## config.mk

```make
export PLATFORM = sky130hd
export DESIGN_NAME = watch_time_gen
export DESIGN_NICKNAME = d
export VERILOG_FILES = /design/src/rtl/watch_time_gen.sv
export SDC_FILE = /design/constraint.sdc
export NUM_CORES = 1
export LEC_CHECK = 0
export BUFFER_PORTS_ARGS = -buffer_cell sky130_fd_sc_hd__buf_2
export CAP_MARGIN = 20
export CORE_MARGIN = 5
export CORE_UTILIZATION = 40
export CTS_BUF_LIST = sky130_fd_sc_hd__clkbuf_16
export CTS_CLUSTER_SIZE = 8
export DETAILED_ROUTE_END_ITERATION = 16
export GPL_TIMING_DRIVEN = 1
export PLACE_DENSITY_LB_ADDON = 0.12
export SYNTH_ARGS = -nofsm -noshare
export SYNTH_HDL_FRONTEND = slang
export SYNTH_SLANG_ARGS = --single-unit
```

## constraint.sdc

```tcl
create_clock -name clk -period 3.4 [get_ports clk]
set_input_delay 0.17 -clock clk [delete_from_list [all_inputs] [get_ports clk]]
set_output_delay 0.17 -clock clk [all_outputs]
set_load 0.005 [all_outputs]
```

## src/rtl/watch_time_gen.sv

```systemverilog
// Watch time base: divider-driven hh:mm:ss.cc counter with optional button setting.
// Define WATCH_SET_EN to compile in the hour/minute/second set buttons.
module watch_time_gen #(
  parameter int unsigned CLK_FREQ  = 100_000_000,
  parameter int unsigned TICK_HZ   = 100,
  parameter int unsigned INIT_HOUR = 12
) (
  input  logic        clk,
  input  logic        rst,
  input  logic        i_run,
  input  logic        i_clear,
  input  logic        i_btn_hour,
  input  logic        i_btn_min,
  input  logic        i_btn_sec,
  output logic [23:0] o_time,
  output logic        o_sec_tick
);

  localparam int unsigned DIV = CLK_FREQ / TICK_HZ;
  localparam int unsigned CW  = (DIV > 1) ? $clog2(DIV) : 1;
  localparam logic [CW-1:0] DIV_LAST = CW'(DIV - 1);

  logic [CW-1:0] div_cnt;
  logic [4:0]    hour, hour_nxt;
  logic [5:0]    minute, minute_nxt;
  logic [5:0]    sec, sec_nxt;
  logic [6:0]    msec, msec_nxt;
  logic          tick;
  logic          msec_wrap, sec_carry, min_carry;
  logic          btn_sec_edge, btn_min_edge, btn_hour_edge;

`ifdef WATCH_SET_EN
  // armed = button seen low last cycle; resetting to 0 means a button held
  // through reset must be released before it can count.
  logic [2:0] btn_armed;

  assign btn_sec_edge  = i_btn_sec  & btn_armed[0];
  assign btn_min_edge  = i_btn_min  & btn_armed[1];
  assign btn_hour_edge = i_btn_hour & btn_armed[2];

  always_ff @(posedge clk) begin
    if (rst) btn_armed <= '0;
    else     btn_armed <= ~{i_btn_hour, i_btn_min, i_btn_sec};
  end
`else
  logic unused_btns;
  assign unused_btns   = ^{i_btn_hour, i_btn_min, i_btn_sec};
  assign btn_sec_edge  = 1'b0;
  assign btn_min_edge  = 1'b0;
  assign btn_hour_edge = 1'b0;
`endif

  assign tick = i_run && (div_cnt == DIV_LAST);

  // A button edge on a field absorbs any incoming carry and blocks the onward one.
  always_comb begin
    msec_wrap  = tick && (msec == 7'd99);
    msec_nxt   = msec;
    sec_nxt    = sec;
    minute_nxt = minute;
    hour_nxt   = hour;
    if (tick) msec_nxt = msec_wrap ? '0 : msec + 7'd1;

    if (msec_wrap || btn_sec_edge) sec_nxt = (sec == 6'd59) ? '0 : sec + 6'd1;
    sec_carry = msec_wrap && !btn_sec_edge && (sec == 6'd59);

    if (sec_carry || btn_min_edge) minute_nxt = (minute == 6'd59) ? '0 : minute + 6'd1;
    min_carry = sec_carry && !btn_min_edge && (minute == 6'd59);

    if (min_carry || btn_hour_edge) hour_nxt = (hour == 5'd23) ? '0 : hour + 5'd1;
  end

  always_ff @(posedge clk) begin
    if (rst || i_clear) begin
      div_cnt    <= '0;
      hour       <= 5'(INIT_HOUR);
      minute     <= '0;
      sec        <= '0;
      msec       <= '0;
      o_sec_tick <= 1'b0;
    end else begin
      if (i_run) div_cnt <= tick ? '0 : div_cnt + 1'b1;
      hour       <= hour_nxt;
      minute     <= minute_nxt;
      sec        <= sec_nxt;
      msec       <= msec_nxt;
      o_sec_tick <= msec_wrap;
    end
  end

  assign o_time = {hour, minute, sec, msec};

endmodule

```

==> impl_metrics.toml <==
[die]
initial_core_util_pct = 40.46
core_area_um2 = 5405
die_h_um = 83.95
dieArea_um2 = 7047
die_x_um = 83.95
io_pins = 32
rows = 27

[setup_path]
critPathRequiredTime_ps = 3620
critical-path-top-delay-family = "simple AND/OR/NAND/NOR gates"
path_buf_inv = 0
r2r_end = "minute[5]"
cp_max_fo = 12
arrival_ps = 2820
cpMostUsedCell = "and4_1"
timing.rr.start = "div_cnt[0]"
worstSetupPathType = "flop to flop"
path_depth = 6
path_cells = "ha_1, and4_1, and4_1, nand4_1, or4_1, a21oi_1"
start_kind = "flop"
r2r_cells = 6
crit_start = "div_cnt[0]"
cpPeakStageDelay_ps = 580
r2r_slack_ps = 790
crit_path_end = "minute[5]"
critPathCaptureType = "flop"
critPathSlowestCell = "or4_1"

[hold_path]
min_path_type = "primary input to flop"

[grt]
grt.total_usage_pct = 14.91
grt_max_degree = 17
antenna_found_initial = 0
grt.overflow.total = 0
grt_pass1_wl_mm = 8.611
first_global_vias = 1821

[cells_and_area]
final_cell_mix = "45 x dfxtp_1, 38 x nor2_1, 28 x buf_2, 21 x nand2_1, 14 x nand4_1"
nets = 302
area.growth.synth_to_final_pct = 16.02
final_common_cell = "dfxtp_1"
final_cells = 363
antenna_cells = 0
num-fill-cells = 563
drive_above_1_share_pct = 14.09

[sta]
max-slew-margin-rel_pct = 50.16
fmax_ghz = 0.3833
grt_setup_unrepaired = "no"
fin_setup_tns_ps = 0
setup_viol = 0
hold_violations = 0
post-route-min-period_ps = 2609
holdWs_ps = 203.6
worst_pin_slew_ps = 740.8
drv_slew = 0
period_share_pct = 76.73
clock_skew_ps = 5.532

[synthesis]
yosys_register_bits = 45
syn-num-nets = 272
yosysWarnings = 0
netlist_area_um2 = 2187
ys_seq_area_share_pct = 41.19
syn_area_per_cell_um2 = 8.412
async_flop_share_pct = 0
syn_inst = 260
ys_types = 38
synth_edf_count = 0
yosys_most_used_dff = "dfxtp_1"

[cts]
cts_buffers = 5
root_buffer = "clkbuf_16"
clockBufferDepth = 2
cts.sinks = 45
h-tree-depth = 2
clk-insertion-delay-late_ps = 290
post_cts_buffers = 0
path_clk_slew_ps = 60
cts_resized = 0
cts_hold_buf = 0
cts_tree = "done"

[power_and_ir_drop]
power_mw = 1.012
powerDensity_nw_per_um2 = 398.9
vdd_ir_drop_max_mv = 0.2456
p_leak_nw = 0.9140

[routing]
postRouteWirelength_mm = 4.795
first_pass_iters = 4
wire_per_inst_um = 13.21
detailedRoute.firstIterationViolations = 103
antenna_left = 0
drcViolationCount = 0
vias = 1895
viasPerCell = 5.220

[placed_design]
place_congestion = 0.7874
dp.cells = 355
dpl.hpwl_mm = 3.450
port_buffers = 28

[flow_run]
drv_cap = 0

[outcome]
outcome = "finished clean"
## per-layer routing
layer | vias to the layer above | track usage, % | part of all wire, %
li1 | 985 | - | -
met1 | 871 | 19.20 | 48
met2 | 31 | 23.43 | 45
met3 | 8 | 4.146 | 4.3
met4 | 0 | 6.140 | 2.2
met5 | - | 0 | 0
## area by class of cell
cell class | count | area, um2 | area share (%)
clock buffers | 5 | 125.1 | 4.931
clock inverters | 3 | 13.76 | 0.5424
multi-input cells | 200 | 1222 | 48.18
repair buffers | 30 | 155.1 | 6.114
well taps | 72 | 90.09 | 3.550
flip-flops and latches | 45 | 900.9 | 35.50
inverters | 8 | 30.03 | 1.183
## cells by family after synthesis
family,count (synthesis),synth area share [%]
fa+ha+maj,5,2.860
flops,45,41.19
xor+xnor,24,9.611
mux,4,1.831
buf+inv,15,2.918
simple gates,138,33.81
compound gates,29,7.780
## power by group
group	leakage (nW)	switching [mW]	total, mW	internal, mW
registers	0.362	0.000678	0.529	0.528
logic	0.477	0.0127	0.0175	0.00479
clock network	0.0748	0.199	0.466	0.267
## cell usage after synthesis (all sizes together) (5+ instances only)
library cell,number,area share (%)
nand2,21,3.6
nand4,14,4.0
a21oi,14,3.4
and3,6,1.7
o21ai,8,1.8
inv,8,1.4
nand3,12,2.7
and4,5,2.0
xor2,11,4.4
nor3,5,1.1
nor2,38,6.5
and2,6,1.7
dfxtp,45,41
xnor2,13,5.2
or4,6,2.2
nor4,8,2.3
ha,5,2.9
## per-stage QoR
step | worst slack, ps | instance area, um2 | util (%)
finish | 791.1 | 2537 | 46.94
global route | 607.9 | 2537 | 46.94
CTS | 773.1 | 2537 | 46.94
detailed placement | 770.8 | 2399 | 44.38
global placement | 804.0 | 2399 | 44.38
floorplan | 1369 | 2187 | -
## registers in the layout, summed over array words and instances, names as in the netlist
register    count
div_cnt        20
hour            5
minute          6
msec            7
o_sec_tick      1
sec             6
## worst register-to-register path, delay by kind of cell (launching register included)
family / cells / cell delay [ps]
AO/OA/AOI/OAI: 1 / 140
flip-flops: 1 / 370
adder cells (fa/ha/maj): 1 / 190
AND/OR/NAND/NOR: 4 / 1840
## how the worst min path moves through the flow
stage | slack [ps] | cells after the start | startpoint | endpoint
finish | 200 | 3 | i_run | div_cnt[1]
global route | 210 | 3 | i_run | div_cnt[1]
CTS | 200 | 3 | i_run | div_cnt[1]
detailed placement | 480 | 2 | msec[1] | msec[1]
global placement | 470 | 2 | hour[4] | hour[4]
floorplan | 320 | 2 | i_run | div_cnt[0]
Power figures use the tool's default switching activity.
